**config.mk**
```make
export PLATFORM = sky130hd
export DESIGN_NAME = keypad_emulator_flat
export DESIGN_NICKNAME = d
export VERILOG_FILES = /design/src/rtl/keypad_pkg.sv /design/src/rtl/keypad_emulator_if.sv /design/src/rtl/keypad_lfsr8.sv /design/src/rtl/keypad_emulator.sv /design/src/flat_wrapper.sv
export SDC_FILE = /design/constraint.sdc
export NUM_CORES = 1
export LEC_CHECK = 0
export BUFFER_PORTS_ARGS = -buffer_cell sky130_fd_sc_hd__buf_4
export CORE_ASPECT_RATIO = 0.7
export CORE_MARGIN = 4
export CORE_UTILIZATION = 40
export DETAILED_ROUTE_END_ITERATION = 8
export SETUP_SLACK_MARGIN = 0.1
export SYNTH_ARGS = -nofsm -noshare
export SYNTH_HDL_FRONTEND = slang
export SYNTH_SLANG_ARGS = --single-unit
```
**constraint.sdc**
```tcl
create_clock -name clk -period 2.68 [get_ports clk]
set_clock_uncertainty 0.1 [all_clocks]
set_input_delay 0.134 -clock clk [delete_from_list [all_inputs] [get_ports clk]]
set_output_delay 0.134 -clock clk [all_outputs]
set_load 0.05 [all_outputs]
```
**src/rtl/keypad_pkg.sv**
```systemverilog
// Shared keypad definitions: key codes, line encodings, key matrix map
// and emulator states. Used by the scanner and the emulator.
package keypad_pkg;

  localparam logic [3:0] KEY_HASH = 4'd10;
  localparam logic [3:0] KEY_STAR = 4'd11;
  localparam logic [3:0] KEY_A    = 4'd12;
  localparam logic [3:0] KEY_B    = 4'd13;
  localparam logic [3:0] KEY_C    = 4'd14;
  localparam logic [3:0] KEY_D    = 4'd15;

  typedef enum logic [2:0] {
    ST_IDLE,
    ST_BOUNCE_IN,
    ST_HOLD,
    ST_BOUNCE_OUT,
    ST_GAP
  } emu_state_e;

  typedef struct packed {
    logic [1:0] r;
    logic [1:0] c;
  } key_rc_t;

  // Line 0 sits on bit 3 for both rows and columns
  function automatic logic [3:0] line_onehot_n(
    input logic [1:0] idx
  );
    return ~(4'b1000 >> idx);
  endfunction

  function automatic key_rc_t key_to_rc(
    input logic [3:0] key
  );
    key_rc_t rc;
    unique case (key)
      4'd1:     rc = '{2'd0, 2'd0};
      4'd2:     rc = '{2'd0, 2'd1};
      4'd3:     rc = '{2'd0, 2'd2};
      KEY_A:    rc = '{2'd0, 2'd3};
      4'd4:     rc = '{2'd1, 2'd0};
      4'd5:     rc = '{2'd1, 2'd1};
      4'd6:     rc = '{2'd1, 2'd2};
      KEY_B:    rc = '{2'd1, 2'd3};
      4'd7:     rc = '{2'd2, 2'd0};
      4'd8:     rc = '{2'd2, 2'd1};
      4'd9:     rc = '{2'd2, 2'd2};
      KEY_C:    rc = '{2'd2, 2'd3};
      KEY_STAR: rc = '{2'd3, 2'd0};
      4'd0:     rc = '{2'd3, 2'd1};
      KEY_HASH: rc = '{2'd3, 2'd2};
      KEY_D:    rc = '{2'd3, 2'd3};
      default:  rc = '{2'd0, 2'd0};
    endcase
    return rc;
  endfunction

endpackage

```
**src/rtl/keypad_emulator_if.sv**
```systemverilog
// Command handshake bundle for keypad_emulator.
// master drives the command, slave returns ready.
interface keypad_emulator_if #(
  parameter int HOLD_W = 24
) ();

  logic              cmd_valid;
  logic              cmd_ready;
  logic [3:0]        cmd_key;
  logic [HOLD_W-1:0] cmd_hold;

  modport master (
    output cmd_valid,
    output cmd_key,
    output cmd_hold,
    input  cmd_ready
  );

  modport slave (
    input  cmd_valid,
    input  cmd_key,
    input  cmd_hold,
    output cmd_ready
  );

endinterface

```
**src/rtl/keypad_lfsr8.sv**
```systemverilog
// 8-bit Fibonacci LFSR, x^8+x^6+x^5+x^4+1, with enable.
// SEED must be nonzero.
module keypad_lfsr8 #(
  parameter logic [7:0] SEED = 8'hA5
) (
  input  logic       clk,
  input  logic       rst,
  input  logic       i_en,
  output logic [7:0] o_q
);

  logic [7:0] r_q;
  logic       w_fb;

  assign w_fb = r_q[7] ^ r_q[5] ^ r_q[4] ^ r_q[3];
  assign o_q  = r_q;

  always_ff @(posedge clk) begin
    if (rst)       r_q <= SEED;
    else if (i_en) r_q <= {r_q[6:0], w_fb};
  end

endmodule

```
**src/rtl/keypad_emulator.sv**
```systemverilog
// Keypad responder: presses one matrix key per command.
// Define KEYPAD_EMU_BOUNCE_EN to add LFSR contact bounce.
module keypad_emulator
  import keypad_pkg::*;
#(
  parameter int         HOLD_W        = 24,
  parameter int         GAP_CYCLES    = 16,
  parameter int         BOUNCE_CYCLES = 64,
  parameter logic [7:0] LFSR_SEED     = 8'hA5
) (
  input  logic              clk,
  input  logic              rst,
  input  logic [3:0]        col,
  output logic [3:0]        row,
  keypad_emulator_if.slave  cmd,
  output logic              busy,
  output logic              done
);

  localparam logic [HOLD_W-1:0] GAP_LD =
    HOLD_W'(GAP_CYCLES - 1);
  localparam logic GAP_ONE = (GAP_CYCLES == 1);

  emu_state_e        r_state;
  logic [HOLD_W-1:0] r_cnt;
  logic [3:0]        r_key;
  logic              r_done;
  logic [HOLD_W-1:0] w_hold_ld;
  logic              w_bounce;
  logic              w_contact;
  logic              w_hit;
  key_rc_t           w_rc;

  assign w_hold_ld = (cmd.cmd_hold == '0) ?
    '0 : cmd.cmd_hold - HOLD_W'(1);

  assign w_bounce = (r_state == ST_BOUNCE_IN) ||
                    (r_state == ST_BOUNCE_OUT);

`ifdef KEYPAD_EMU_BOUNCE_EN
  localparam logic [HOLD_W-1:0] BNC_LD =
    HOLD_W'(BOUNCE_CYCLES - 1);

  logic [HOLD_W-1:0] r_hold;
  logic [7:0]        w_lfsr_q;
  logic              w_unused_lfsr;

  assign w_unused_lfsr = ^w_lfsr_q[7:1];

  keypad_lfsr8 #(
    .SEED (LFSR_SEED)
  ) u_lfsr (
    .clk  (clk),
    .rst  (rst),
    .i_en (w_bounce),
    .o_q  (w_lfsr_q)
  );

  assign w_contact = (r_state == ST_HOLD) ||
                     (w_bounce && w_lfsr_q[0]);
`else
  logic w_unused_cfg;

  assign w_unused_cfg = w_bounce ^ (^LFSR_SEED) ^
                        (BOUNCE_CYCLES != 0);
  assign w_contact    = (r_state == ST_HOLD);
`endif

  // Wired matrix: the row follows col with no register in between
  assign w_rc  = key_to_rc(r_key);
  assign w_hit = (col | line_onehot_n(w_rc.c)) != 4'hF;
  assign row   = (w_contact && w_hit) ?
    line_onehot_n(w_rc.r) : 4'hF;

  assign cmd.cmd_ready = (r_state == ST_IDLE);
  assign busy          = (r_state != ST_IDLE);
  assign done          = r_done;

  always_ff @(posedge clk) begin
    if (rst) begin
      r_state <= ST_IDLE;
      r_cnt   <= '0;
      r_key   <= '0;
      r_done  <= 1'b0;
`ifdef KEYPAD_EMU_BOUNCE_EN
      r_hold  <= '0;
`endif
    end else begin
      r_done <= 1'b0;
      unique case (r_state)
        ST_IDLE: begin
          if (cmd.cmd_valid) begin
            r_key <= cmd.cmd_key;
`ifdef KEYPAD_EMU_BOUNCE_EN
            r_hold  <= w_hold_ld;
            r_cnt   <= BNC_LD;
            r_state <= ST_BOUNCE_IN;
`else
            r_cnt   <= w_hold_ld;
            r_state <= ST_HOLD;
`endif
          end
        end
        ST_BOUNCE_IN: begin
`ifdef KEYPAD_EMU_BOUNCE_EN
          if (r_cnt == '0) begin
            r_cnt   <= r_hold;
            r_state <= ST_HOLD;
          end else begin
            r_cnt <= r_cnt - HOLD_W'(1);
          end
`else
          r_state <= ST_IDLE;
`endif
        end
        ST_HOLD: begin
          if (r_cnt == '0) begin
`ifdef KEYPAD_EMU_BOUNCE_EN
            r_cnt   <= BNC_LD;
            r_state <= ST_BOUNCE_OUT;
`else
            r_cnt   <= GAP_LD;
            r_done  <= GAP_ONE;
            r_state <= ST_GAP;
`endif
          end else begin
            r_cnt <= r_cnt - HOLD_W'(1);
          end
        end
        ST_BOUNCE_OUT: begin
          if (r_cnt == '0) begin
            r_cnt   <= GAP_LD;
            r_done  <= GAP_ONE;
            r_state <= ST_GAP;
          end else begin
            r_cnt <= r_cnt - HOLD_W'(1);
          end
        end
        ST_GAP: begin
          // done is registered, so it is raised one edge early
          if (r_cnt == '0) begin
            r_state <= ST_IDLE;
          end else begin
            r_done <= (r_cnt == HOLD_W'(1));
            r_cnt  <= r_cnt - HOLD_W'(1);
          end
        end
        default: r_state <= ST_IDLE;
      endcase
    end
  end

endmodule

```
**src/flat_wrapper.sv**
```systemverilog
// flat-port wrapper written by rule: the top's interface ports become plain ports
module keypad_emulator_flat import keypad_pkg::*;
#(
  parameter int         HOLD_W        = 24,
  parameter int         GAP_CYCLES    = 16,
  parameter int         BOUNCE_CYCLES = 64,
  parameter logic [7:0] LFSR_SEED     = 8'hA5
)
  (clk, rst, col, row, busy, done, cmd_cmd_valid, cmd_cmd_key, cmd_cmd_hold, cmd_cmd_ready);
  keypad_emulator_if #(.HOLD_W(HOLD_W)) cmd_i ();
  input  logic clk;
  input  logic rst;
  input  logic [3:0] col;
  output logic [3:0] row;
  output logic busy;
  output logic done;
  input wire logic [$bits(cmd_i.cmd_valid)-1:0] cmd_cmd_valid;
  input wire logic [$bits(cmd_i.cmd_key)-1:0] cmd_cmd_key;
  input wire logic [$bits(cmd_i.cmd_hold)-1:0] cmd_cmd_hold;
  output wire logic [$bits(cmd_i.cmd_ready)-1:0] cmd_cmd_ready;
  assign cmd_i.cmd_valid = cmd_cmd_valid;
  assign cmd_i.cmd_key = cmd_cmd_key;
  assign cmd_i.cmd_hold = cmd_cmd_hold;
  assign cmd_cmd_ready = cmd_i.cmd_ready;
  keypad_emulator #(.HOLD_W(HOLD_W), .GAP_CYCLES(GAP_CYCLES), .BOUNCE_CYCLES(BOUNCE_CYCLES), .LFSR_SEED(LFSR_SEED)) u_core (.clk(clk), .rst(rst), .col(col), .row(row), .cmd(cmd_i), .busy(busy), .done(done));
endmodule
```
# Yosys cells after proc, flatten, opt, wreduce, memory -nomap -nowiden
# Memories as Yosys holds them, arrays and structs flattened. A register that Yosys moved wholly into a read port is not among the register bits.
# Cells that the tools add are included.
# W data, S select, Z words.
word_totals:
  mem_count: 1
  mem_bits_ro: 64
  wordCells: 45
  regBits: 32
classes:
  bitwise_logic: 4
  addsub: 2
  n_shift: 2
  muxes: 12
  n_reduce_logical: 11
  eq_ne: 9
memory_table:
  columns: ["memory", "depth", "word_bits", "read_ports", "rd_clocked_by_memory_dff", "write_ports", "line_no", "rtl"]
  rows:
  - ["(no name shown)", 16, 4, 1, 1, 0, "keypad_pkg.sv:36", "unique case (key)"]
ops:
  columns: ["cell", "n"]
  rows:
  - ["$mux W24", 4]
  - ["$pmux W24 S3", 1]
  - ["$logic_not A24 Y1", 2]
  - ["$sub A24 B1 Y24 const B", 2]
  - ["$eq A24 B1 Y1 const B", 1]
  - ["$mux W4", 3]
  - ["$mux W3", 3]
  - ["$pmux W3 S3", 1]
  - ["$not A4 Y4", 2]
  - ["$shr A4 B2 Y4 const A", 2]
  - ["$eq A3 B2 Y1 const B", 2]
  - ["$reduce_and A3 Y1", 2]
  - ["$reduce_bool A3 Y1", 2]
  - ["$ne A2 B1 Y1 const B", 2]
  - ["$ne A2 B2 Y1 const B", 2]
  - ["$ne A4 B4 Y1 const B", 1]
  - ["$or A4 B4 Y4", 1]
  - ["$eq A3 B3 Y1 const B", 1]
  - ["$logic_not A3 Y1", 1]
  - ["$reduce_or A3 Y1", 1]
  - ["$reduce_and A2 Y1", 1]
  - ["$reduce_or A2 Y1", 1]
  - ["$logic_and A1 B1 Y1", 1]
  - ["$not A1 Y1", 1]

# Logic depth before layout (Yosys ltp)
# Gate-level depths: netlist of run 1.
logic_depth:
  depth_word: 6
  ltp_mapped: 10
  ltp_nobuf: 9

# Worst setup path before layout of run 1
# OpenSTA, ideal clock, no wires.
synth_path:
  path_type: "reg-to-reg"
  startpoint: "register u_core.r_state[1]"
  endpoint: "register u_core.r_cnt[11]"
  synth_period_minus_slack_ns: 2.559
  path_slack_ns: 0.121
  t_arrival_ns: 2.342
  setup_ns: 0.117
  stages_incl_launch_ff: 9
  n_path_buf: 1
  t_required_ns: 2.463
  path_cell_list: "dfxtp_1 > inv_1 > ha_1 > nor2b_1 > or2_2 > a31oi_1 > buf_1 > o21ai_0 > a32o_1"
synth_via:
  word_cells_on_any_way: 10
  cone_classes: "eq/ne (5); mux (1); reduce/logical (4)"
synth_lines:
  columns: ["element", "line_no", "rtl"]
  rows:
  - ["from (decl)", "keypad_emulator.sv:24", "emu_state_e r_state;"]
  - ["from (signal assigned)", "keypad_emulator.sv:81", "r_state <= ST_IDLE;"]
  - ["from (signal assigned)", "keypad_emulator.sv:100", "r_state <= ST_HOLD;"]
  - ["from (signal assigned)", "keypad_emulator.sv:113", "r_state <= ST_IDLE;"]
  - ["$logic_not A3 Y1 (*)", null, null]
  - ["via cmd_cmd_ready", "flat_wrapper.sv:20", "output wire logic [$bits(cmd_i.cmd_ready)-1:0] cmd_cmd_ready;"]
  - ["$ne A2 B2 Y1 (no source line) or $reduce_bool A3 Y1 (tied branches)", null, null]
  - ["$reduce_and A3 Y1 (no source line)", null, null]
  - ["to (signal assigned)", "keypad_emulator.sv:99", "r_cnt <= w_hold_ld;"]
  - ["to (signal assigned)", "keypad_emulator.sv:127", "r_cnt <= r_cnt - HOLD_W'(1);"]
  - ["to (signal assigned)", "keypad_emulator.sv:136", "r_cnt <= r_cnt - HOLD_W'(1);"]
  - ["to (decl)", "keypad_emulator.sv:25", "logic [HOLD_W-1:0] r_cnt;"]
# Mark *: on every way through the listed nets, which the timed path passes. The rest lies on a longest branch.
# A chain may end at the register's enable or synchronous reset.

# Worst setup path in the final report of run 1
layout_path:
  startpoint: "register u_core.r_cnt[8]"
  endpoint: "register u_core.r_cnt[23]"
layout_via:
  elab_chain_len: 3
  word_cells_on_any_way: 7
  cone_classes: "add/sub (1); eq/ne (1); mux (3); reduce/logical (2)"
layout_rtl:
  columns: ["element", "line_no", "rtl"]
  rows:
  - ["$sub A24 B1 Y24 or $logic_not A24 Y1 (tied branches)", null, null]
  - ["$mux W24 (tied with other cells)", "keypad_emulator.sv:141", "if (r_cnt == '0) begin"]
  - ["$pmux W24 S3 or $reduce_and A3 Y1 (tied branches)", null, null]
# Parallel ways exist; a longest one is shown, timed or not. The select of a mux whose other input is x is not followed.

==> flow_metrics.py, run 1 <==
metrics = {
    "worst_setup_path": {
        "rrSetupSlack_ps": 180,
        "startpoint_type": "register",
        "arrival_ps": 2560,
        "crit_path_start": "u_core.r_cnt[8]$_SDFFE_PP0P_",
        "crit_end": "u_core.r_cnt[23]$_SDFFE_PP0P_",
        "worstPathMaxFanout": 7,
        "r2r-end": "u_core.r_cnt[23]$_SDFFE_PP0P_",
        "worst_r2r_path_depth": 6,
        "worst_ep_required_time_ps": 2740,
        "worstSetupEndpointType": "register",
        "worstReg2RegStart": "u_core.r_cnt[8]$_SDFFE_PP0P_",
        "crit_type": "reg -> reg",
    },
    "power_and_ir_drop": {
        "p_total_uw": 1700,
        "ir_drop_mv": 0.231,
        "powerDensity_nw_per_um2": 509,
        "p_leak_uw": 0.00129,
    },
    "global_route": {
        "gr-usage-all-layers": 0.199,
        "antenna_found_initial": 0,
        "grt_max_degree": 23,
        "overflow": 0,
        "grt_pass1_vias": 2538,
        "grt_first_pass_wirelength_um": 13000,
    },
    "timing": {
        "fin_ws_ps": 177,
        "fin_crit_sh": 0.934,
        "rsz0062_at_grt": "no",
        "timing.setup.tns_ps": 0,
        "final-setup-viol-count": 0,
        "max-slew-margin-rel": 0.571,
        "tightest_slew_ps": 644,
        "final.min_clock_period_ps": 2500,
        "max_freq_mhz": 399,
        "hold_viol": 0,
        "maxSlewViolCount": 0,
    },
    "clock_tree": {
        "cts_buffers": 5,
        "clkTransAtPathRegs_ps": 80,
        "cts_max_path_buffers": 2,
        "h-tree-depth": 2,
        "root_buffer": "clkbuf_8",
        "clk_latency_ps": 300,
        "clock_sinks": 35,
        "postCtsHoldBufs": 0,
        "cts_tree": "done",
    },
    "cells_and_area": {
        "nFillCells": 638,
        "final_net_count": 442,
        "diodes": 0,
        "layout.cells.non_filler": 486,
        "drive_gt1_frac": 0.241,
        "synthToLayoutAreaGrowth_pct": 25.7,
    },
    "floorplanning": {
        "fp-row-count": 24,
        "die_w_um": 105,
        "die_area_sq_um": 8010,
        "start_util": 0.418,
        "fp.coreArea_sq_um": 6340,
        "dieHeight_um": 76.1,
        "io_pins": 42,
    },
    "synth": {
        "synth_top_area_frac": 0.264,
        "async_reset_ff_frac": 0,
        "synth_cells": 332,
        "synth_area_sq_um": 2650,
        "ys_types": 57,
        "synth_top_area_cell": "dfxtp_1",
        "yosysWarnings": 0,
        "yosys-top-cells-area": "dfxtp_1 (26%), ha_1 (6.1%), xnor2_1 (5.0%), o21ai_0 (4.9%), a21oi_1 (4.5%)",
        "synth-edff-count": 0,
        "synth_common_cells": "dfxtp_1 (35), nand2_1 (29), o21ai_0 (26), a21oi_1 (24), nor2_1 (24)",
        "synth.yosys.seq_area_share": 0.264,
        "yosysMostFrequentCell": "dfxtp_1",
        "ys.flop_type": "dfxtp_1",
        "avgSynthCellArea_sq_um": 7.98,
        "ys_ff_latch": 35,
        "synth_nets": 380,
    },
    "routing": {
        "drc": 0,
        "first_iter_violations": 227,
        "ant_nets": 0,
        "finalWirelength_um": 7960,
        "routed_via_density": 5.69,
        "drt_pass1_iterations": 4,
        "vias": 2766,
        "wl_per_cell_um": 16.4,
    },
    "placement": {
        "post-place-ws_ps": 147,
        "io_buffers": 41,
        "routabilityCongestion": 0.835,
        "dp_hpwl_um": 6220,
        "place_inst": 478,
    },
    "job": {
        "drv_cap": 0,
    },
    "worst_hold_path": {
        "hold_path.class": "in -> reg",
    },
    "run_status": {
        "status": "completed",
    },
}
cell families (layout without fill, tap and decap cells):
family,after synthesis,count (layout),share of synthesized area
muxes,8,8,0.0411
and+or+nand+nor,130,130,0.263
AOI/OAI and AO/OA,97,97,0.242
adders and majority gates,13,13,0.0614
buffers and inverters,25,88,0.0486
DFF,35,35,0.264
xor gates and xnor gates,24,24,0.0793
critical path: stages (launching register included):
cell and delay [ps]:
dfxtp_1 360, or4_1 590, or4_4 510, nor4_2 270, mux2_1 350, nand3_1 80
o221ai_1 110
sequential cells by signal, summed over array words and instances (netlist names):
name            cells
u_core.w_rc         4
u_core.r_state      2
u_core.r_key        4
u_core.r_cnt       24
u_core.done         1
report_power, final:
part           internal (uW)  leakage, uW  switching (uW)  total, uW
Combinational            255     0.000945             329        584
Sequential               571     0.000289            55.1        626
Clock                    277    0.0000581             210        486
Total                   1100      0.00129             594       1700
layer usage:
layer	wire, um	track usage
met4	87	0.0537
met1	4080	0.298
met5	0	0
met2	3360	0.286
met3	431	0.0398
worst min path at each step:
stage | startpoint | end | slack [ps] | cells after the start
floorplan | cmd_cmd_valid | u_core.r_key[0]$_SDFFE_PP0P_ | 220 | 2
global placement | rst | u_core.r_key[0]$_SDFFE_PP0P_ | 340 | 2
detailed placement | rst | u_core.r_key[0]$_SDFFE_PP0P_ | 350 | 2
CTS | rst | u_core.r_key[0]$_SDFFE_PP0P_ | 30 | 2
global route | rst | u_core.r_key[1]$_SDFFE_PP0P_ | 30 | 2
finish | rst | u_core.r_key[1]$_SDFFE_PP0P_ | 30 | 2
timing repair:
action	4_1_cts	5_1_grt
setup buffers	0	0
hold endpoints to repair	0	0
endpoints found under the setup margin	0	11
gates resized for setup	0	4
metrics by stage:
stage	util	hold WS (ps)	area [sq um]
4_1_cts	0.523	27.7	3310
5_1_grt	0.526	28.9	3330
6_report	0.526	30.6	3330
3_3_place_gp	0.505	339	3200
2_1_floorplan	-	217	2650
3_5_place_dp	0.505	348	3200
cell type report:
cell class	instances	area [sq um]	area share
multi-input combinational	272	1840	0.552
inverter	13	48.8	0.0147
clock inverter	3	43.8	0.0131
timing repair buffer	67	515	0.155
sequential	35	701	0.210
tap	91	114	0.0342
clock buffer	5	68.8	0.0207
cell usage in the layout, fill, tap and decap left out, types with 4 or more instances in the layout:
cell type / netlist / final
ha_1: 13 / 13
nand3_1: 13 / 13
o21ai_0: 26 / 26
o22ai_1: 7 / 7
inv_1: 13 / 13
xnor2_1: 15 / 15
nand4_1: 4 / 4
buf_4: 0 / 66
nor2_1: 24 / 24
clkbuf_8: 2 / 5
dfxtp_1: 35 / 35
a21oi_1: 24 / 22
nor3_1: 18 / 18
a32o_1: 12 / 12
or4_1: 6 / 6
o32ai_1: 8 / 8
nand2_1: 29 / 29
xor2_1: 9 / 9
nor4_1: 12 / 11
(Power assumes the default switching activity.)
==> inputs of run 2 (changes only) <==
--- a/config.mk
+++ b/config.mk
@@ -13,4 +13,5 @@
 export SETUP_SLACK_MARGIN = 0.1
 export SYNTH_ARGS = -nofsm -noshare
 export SYNTH_HDL_FRONTEND = slang
+export SYNTH_HIERARCHICAL = 1
 export SYNTH_SLANG_ARGS = --single-unit
==> run 2 against run 1 <==
Compared with the run above: routed wire length rose by 6.7%; global-route usage grew 0.56 points; total power increased by 4.2%; critical path depth unchanged; critical path type unchanged; maximum frequency is 2.5% higher; synthesized area up 3.5%; clock power fell by 21%; largest power group is now combinational cells; setup slack improved by 60 ps.
==> flow_metrics.py, run 2 <==
metrics = {
    "clock_tree": {
        "clkTransAtPathRegs_ps": 80,
        "ctsResizeCount": 0,
        "post_cts_buffers": 0,
        "clk_latency_ps": 290,
        "h-tree-depth": 2,
        "cts_max_path_buffers": 2,
        "cts_buffers": 5,
        "cts_tree": "done",
        "root_buffer": "clkbuf_8",
        "postCtsHoldBufs": 0,
        "clock_sinks": 35,
    },
    "synth": {
        "synth_area_sq_um": 2740,
        "yosys-top-cells-area": "dfxtp_1 (26%), ha_1 (5.9%), nor2_1 (4.8%), nor3_1 (4.6%), nand2_1 (4.2%)",
        "ys_types": 51,
        "synth_nets": 417,
        "yosysWarnings": 6,
        "ys.flop_type": "dfxtp_1",
        "synth_top_area_cell": "dfxtp_1",
        "synth_common_cells": "dfxtp_1 (35), nor2_1 (35), nand2_1 (31), nor3_1 (25), a21oi_1 (23)",
        "synth.yosys.seq_area_share": 0.255,
        "synth-edff-count": 0,
        "synth_top_area_frac": 0.255,
        "avgSynthCellArea_sq_um": 7.44,
        "ys_ff_latch": 35,
        "synth_cells": 369,
        "async_reset_ff_frac": 0,
    },
    "cells_and_area": {
        "utilization": 0.518,
        "drive_gt1_frac": 0.191,
        "mostFrequentLayoutCell": "buf_4",
        "largest_reg_flops": 24,
        "nFillCells": 661,
        "final_cell_mix": "buf_4 (57), nor2_1 (35), dfxtp_1 (35)",
        "diodes": 0,
        "synthToLayoutAreaGrowth_pct": 21.2,
        "top_register": "u_core/r_cnt",
        "final_net_count": 466,
        "layout.cells.non_filler": 510,
    },
    "placement": {
        "io_buffers": 41,
        "routabilityCongestion": 0.901,
        "place_inst": 502,
        "dp_hpwl_um": 6580,
    },
    "worst_setup_path": {
        "critPathMaxStageDelay_ps": 580,
        "worst_r2r_path_depth": 6,
        "crit_path_start": "u_core/r_cnt[7]$_SDFFE_PP0P_",
        "r2r-end": "u_core/r_cnt[15]$_SDFFE_PP0P_",
        "rrSetupSlack_ps": 240,
        "startpoint_type": "register",
        "worstSetupEndpointType": "register",
        "arrival_ps": 2540,
        "crit_end": "u_core/r_cnt[15]$_SDFFE_PP0P_",
        "worstReg2RegStart": "u_core/r_cnt[7]$_SDFFE_PP0P_",
        "cp_top_family": "simple AND/OR/NAND/NOR gates",
        "crit_type": "reg -> reg",
        "worst_ep_required_time_ps": 2770,
        "worstPathMaxFanout": 6,
        "worstPathCellList": "or4_4, or2_1, buf_4, nor3_1, a22oi_1, o32ai_1",
        "slowest_stage": "or4_4",
        "cp_num_buf_inv": 1,
        "cp.depth": 6,
    },
    "timing": {
        "final-setup-viol-count": 0,
        "final.min_clock_period_ps": 2440,
        "maxSlewViolCount": 0,
        "hold_viol": 0,
        "timing.setup.tns_ps": 0,
        "tightest_slew_ps": 623,
        "max_freq_mhz": 409,
        "rsz0062_at_grt": "no",
        "max-slew-margin-rel": 0.581,
        "fin_crit_sh": 0.912,
    },
    "global_route": {
        "overflow": 0,
        "grt_first_pass_wirelength_um": 13700,
        "gr-usage-all-layers": 0.204,
        "grt_max_degree": 35,
        "antenna_found_initial": 0,
        "grt_pass1_vias": 2671,
    },
    "routing": {
        "finalWirelength_um": 8490,
        "first_iter_violations": 276,
        "drt_pass1_iterations": 5,
        "ant_nets": 0,
        "drc": 0,
        "vias": 2956,
        "wl_per_cell_um": 16.7,
        "routed_via_density": 5.80,
    },
    "job": {
        "drv_cap": 0,
    },
    "power_and_ir_drop": {
        "p_comb_frac": 0.422,
        "ir_drop_mv": 0.298,
        "p_total_uw": 1770,
        "internal_power_uw": 1050,
        "clockPowerShare": 0.216,
        "p_switching_uw": 718,
        "p_leak_uw": 0.00128,
        "powerDensity_nw_per_um2": 531,
        "p_seq_frac": 0.362,
        "p_sw_frac": 0.406,
    },
    "floorplanning": {
        "start_util": 0.427,
        "die_w_um": 107,
        "fp.coreArea_sq_um": 6430,
        "die_area_sq_um": 8270,
        "io_pins": 42,
        "fp-row-count": 24,
        "dieHeight_um": 77.3,
    },
    "worst_hold_path": {
        "hold_path.class": "in -> reg",
        "hold_depth": 3,
    },
    "run_status": {
        "status": "completed",
    },
}
## run 2: kinds of logic (layout without fill, tap and decap cells)
group | count (synthesis) | in the layout | share of synthesized area
fa+ha+maj | 13 | 13 | 0.0593
buf+inv | 35 | 85 | 0.0570
flops | 35 | 35 | 0.255
simple gates | 161 | 161 | 0.303
compound gates | 98 | 98 | 0.227
xor+xnor | 21 | 21 | 0.0670
mux | 6 | 6 | 0.0310
## run 2: power by group through the flow
stage / Combinational, uW / Clock (uW) / Sequential, uW
2_1_floorplan: 493 / 0 / 634
3_3_place_gp: 709 / 0 / 647
3_5_place_dp: 715 / 0 / 647
4_1_cts: 721 / 387 / 636
5_1_grt: 819 / 409 / 649
6_report: 746 / 382 / 640
## run 2: per-stage QoR
step / hold WS, ps / setup slack, ps / instance area, sq um
2_1_floorplan: 219 / 119 / 2740
3_3_place_gp: 345 / 222 / 3220
3_5_place_dp: 354 / 203 / 3220
4_1_cts: 50.1 / 204 / 3300
5_1_grt: 62.6 / 110 / 3330
6_report: 60.8 / 237 / 3330
## run 2: tightest hold or removal path, delay by kind of cell
family	cells	cell delay, ps
AO/OA/AOI/OAI	1	60
buffers and inverters	1	110
AND/OR/NAND/NOR	1	90
## run 2: worst min path at each step
stage | start | to
after floorplan | cmd_cmd_valid | u_core/r_key[0]$_SDFFE_PP0P_
after global placement | cmd_cmd_key[1] | u_core/r_key[1]$_SDFFE_PP0P_
after detailed placement | cmd_cmd_key[0] | u_core/r_key[0]$_SDFFE_PP0P_
after CTS | cmd_cmd_key[0] | u_core/r_key[0]$_SDFFE_PP0P_
after global routing | cmd_cmd_key[1] | u_core/r_key[1]$_SDFFE_PP0P_
final | cmd_cmd_key[1] | u_core/r_key[1]$_SDFFE_PP0P_
## run 2: layer usage
metal	GRT usage	wire, um
met1	0.333	4330
met2	0.273	3390
met4	0.0294	19
met3	0.0419	755
met5	0	0
## run 2: cell type report
| class | count | area [sq um] | area share |
|---|---|---|---|
| timing repair buffer | 58 | 448 | 0.135 |
| inverter | 19 | 71.3 | 0.0214 |
| clock inverter | 3 | 15.0 | 0.00451 |
| sequential | 35 | 701 | 0.211 |
| clock buffer | 5 | 68.8 | 0.0207 |
| multi-input combinational | 299 | 1910 | 0.574 |
| tap | 91 | 114 | 0.0342 |
==> inputs of run 3 (changes only) <==
--- a/config.mk
+++ b/config.mk
@@ -5,11 +5,13 @@
 export SDC_FILE = /design/constraint.sdc
 export NUM_CORES = 1
 export LEC_CHECK = 0
+export ABC_AREA = 1
 export BUFFER_PORTS_ARGS = -buffer_cell sky130_fd_sc_hd__buf_4
 export CORE_ASPECT_RATIO = 0.7
 export CORE_MARGIN = 4
 export CORE_UTILIZATION = 40
 export DETAILED_ROUTE_END_ITERATION = 8
+export RECOVER_POWER = 25
 export SETUP_SLACK_MARGIN = 0.1
 export SYNTH_ARGS = -nofsm -noshare
 export SYNTH_HDL_FRONTEND = slang
==> run 3 against run 2 <==
Compared with the run above: sequential cell count did not move; sequential power rose by 9.1%; critical path depth increased by 4; setup slack improved by 300 ps; global-route usage fell by 0.082 points; sequential share of layout area fell by 2.3 points; clock power up 48%; critical endpoint is now u_core/w_rc[1]$_DFF_P_.
==> flow_metrics.py, run 3 <==
metrics = {
    "run_status": {
        "status": "completed",
    },
    "synth": {
        "ys.flop_type": "dfxtp_1",
        "synth_top_area_frac": 0.217,
        "synth-edff-count": 0,
        "synth.yosys.seq_area_share": 0.217,
        "synth_nets": 593,
        "ys_types": 36,
        "yosysWarnings": 6,
        "synth_cells": 545,
        "synth_area_sq_um": 3230,
        "async_reset_ff_frac": 0,
        "avgSynthCellArea_sq_um": 5.93,
        "yosys-top-cells-area": "dfxtp_1 (22%), nand2_1 (15%), nor2_1 (12%), inv_1 (8.2%), nand3_1 (6.5%)",
        "synth_common_cells": "nand2_1 (131), nor2_1 (107), inv_1 (71), nand3_1 (42), dfxtp_1 (35)",
        "synth_top_area_cell": "dfxtp_1",
        "ys_ff_latch": 35,
        "yosysMostFrequentCell": "nand2_1",
    },
    "clock_tree": {
        "postCtsHoldBufs": 0,
        "post_cts_buffers": 0,
        "h-tree-depth": 2,
        "cts_tree": "done",
        "clkTransAtPathRegs_ps": 50,
        "clk_latency_ps": 280,
        "cts_max_path_buffers": 2,
        "ctsResizeCount": 0,
        "cts_buffers": 5,
        "clock_sinks": 35,
        "root_buffer": "clkbuf_16",
    },
    "worst_setup_path": {
        "worstReg2RegStart": "u_core/r_state[1]$_SDFFE_PP0P_",
        "arrival_ps": 2210,
        "worstPathCellList": "inv_1, ha_1, nand2_1, inv_1, or2_2, nand3_1, inv_1, ha_1, a21oi_1, a21oi_1",
        "worstSetupEndpointType": "register",
        "crit_type": "reg -> reg",
        "crit_path_start": "u_core/r_state[1]$_SDFFE_PP0P_",
        "startpoint_type": "register",
        "worstPathMaxFanout": 6,
        "slowest_stage": "dfxtp_1",
        "cp_common_cell": "inv_1",
        "worst_ep_required_time_ps": 2750,
        "critPathMaxStageDelay_ps": 340,
    },
    "routing": {
        "wl_per_cell_um": 13.8,
        "drt_pass1_iterations": 6,
        "drc": 0,
        "vias": 3427,
        "finalWirelength_um": 9540,
        "first_iter_violations": 295,
        "routed_via_density": 4.97,
        "ant_nets": 0,
    },
    "global_route": {
        "grt_max_degree": 27,
        "gr-usage-all-layers": 0.204,
        "antenna_found_initial": 0,
        "grt_first_pass_wirelength_um": 15700,
        "grt_pass1_vias": 3163,
        "overflow": 0,
    },
    "timing": {
        "maxSlewViolCount": 0,
        "max_freq_mhz": 467,
        "final.min_clock_period_ps": 2140,
        "hold_viol": 0,
        "final-setup-viol-count": 0,
        "fin_crit_sh": 0.799,
        "fin_ws_ps": 538,
        "max-slew-margin-rel": 0.590,
        "timing.setup.tns_ps": 0,
        "rsz0062_at_grt": "no",
        "tightest_slew_ps": 617,
    },
    "placement": {
        "io_buffers": 41,
        "place_inst": 681,
        "post-place-ws_ps": 565,
        "routabilityCongestion": 0.941,
        "dp_hpwl_um": 7630,
    },
    "cells_and_area": {
        "mostFrequentLayoutCell": "nand2_1",
        "drive_gt1_frac": 0.143,
        "top_register": "u_core/r_cnt",
        "final_net_count": 635,
        "synthToLayoutAreaGrowth_pct": 15.4,
        "diodes": 0,
        "final_cell_mix": "nand2_1 (132), nor2_1 (108), inv_1 (71)",
        "largest_reg_flops": 24,
        "layout.cells.non_filler": 689,
    },
    "job": {
        "drv_cap": 0,
    },
    "floorplanning": {
        "start_util": 0.411,
        "fp-row-count": 27,
        "die_area_sq_um": 9610,
        "dieHeight_um": 83.2,
        "die_w_um": 115,
        "fp.coreArea_sq_um": 7870,
        "io_pins": 42,
    },
    "power_and_ir_drop": {
        "ir_drop_mv": 0.424,
        "p_leak_uw": 0.00180,
        "p_total_uw": 2260,
        "powerDensity_nw_per_um2": 604,
    },
    "worst_hold_path": {
        "hold_path.class": "in -> reg",
        "worstHoldStart": "rst",
    },
}
## run 3: cell type report
| cell class | count | area (sq um) |
|---|---|---|
| fillers | 864 | 4140 |
| multi-input cells | 428 | 2180 |
| flip-flops and latches | 35 | 701 |
| repair buffers | 42 | 304 |
| inverters | 75 | 287 |
| clock buffers | 7 | 133 |
| well taps | 101 | 126 |
| clock inverters | 1 | 5.00 |
## run 3: layer usage
metal	global-route usage	wire [um]	part of all wire
met1	0.329	5100	0.53
met2	0.274	3780	0.40
met4	0.0341	55	0.0058
met3	0.0393	600	0.063
met5	0	0	0
## run 3: worst max-delay path, delay by kind of cell (launching register included)
family          cells  cell delay (ps)
compound gates      2              210
simple gates        3              600
flops               1              340
buf+inv             3              310
fa+ha+maj           2              460
## run 3: path summary, 6_finish.rpt
| kind | end | slack [ps] | cells after the start |
|---|---|---|---|
| max | u_core/w_rc[1]$_DFF_P_ | 540 | 10 |
| min | u_core/r_state[2]$_SDFFE_PP0P_ | 90 | 2 |
| max reg2reg | u_core/w_rc[1]$_DFF_P_ | 540 | 10 |
| min reg2reg | u_core/r_state[2]$_SDFFE_PP0P_ | 410 | 2 |
## run 3: cell families (layout without fill, tap and decap cells)
logic type | count (synthesis) | count (layout) | synth area share
simple gates | 332 | 332 | 0.458
flops | 35 | 35 | 0.217
xor+xnor | 28 | 28 | 0.0758
compound gates | 55 | 55 | 0.0917
buf+inv | 82 | 125 | 0.107
fa+ha+maj | 13 | 13 | 0.0503
## run 3: power breakdown
group,total (uW),switching [uW],internal [uW]
Combinational,993,659,334
Clock,566,222,344
Sequential,698,89.2,609
## run 3: per-stage QoR
step	utilization	cell area, sq um	hold WS [ps]
after global placement	0.459	3620	359
after detailed placement	0.459	3620	383
after CTS	0.477	3750	81.6
after global routing	0.474	3730	94.9
after floorplan	-	3230	179
final	0.474	3730	91.7
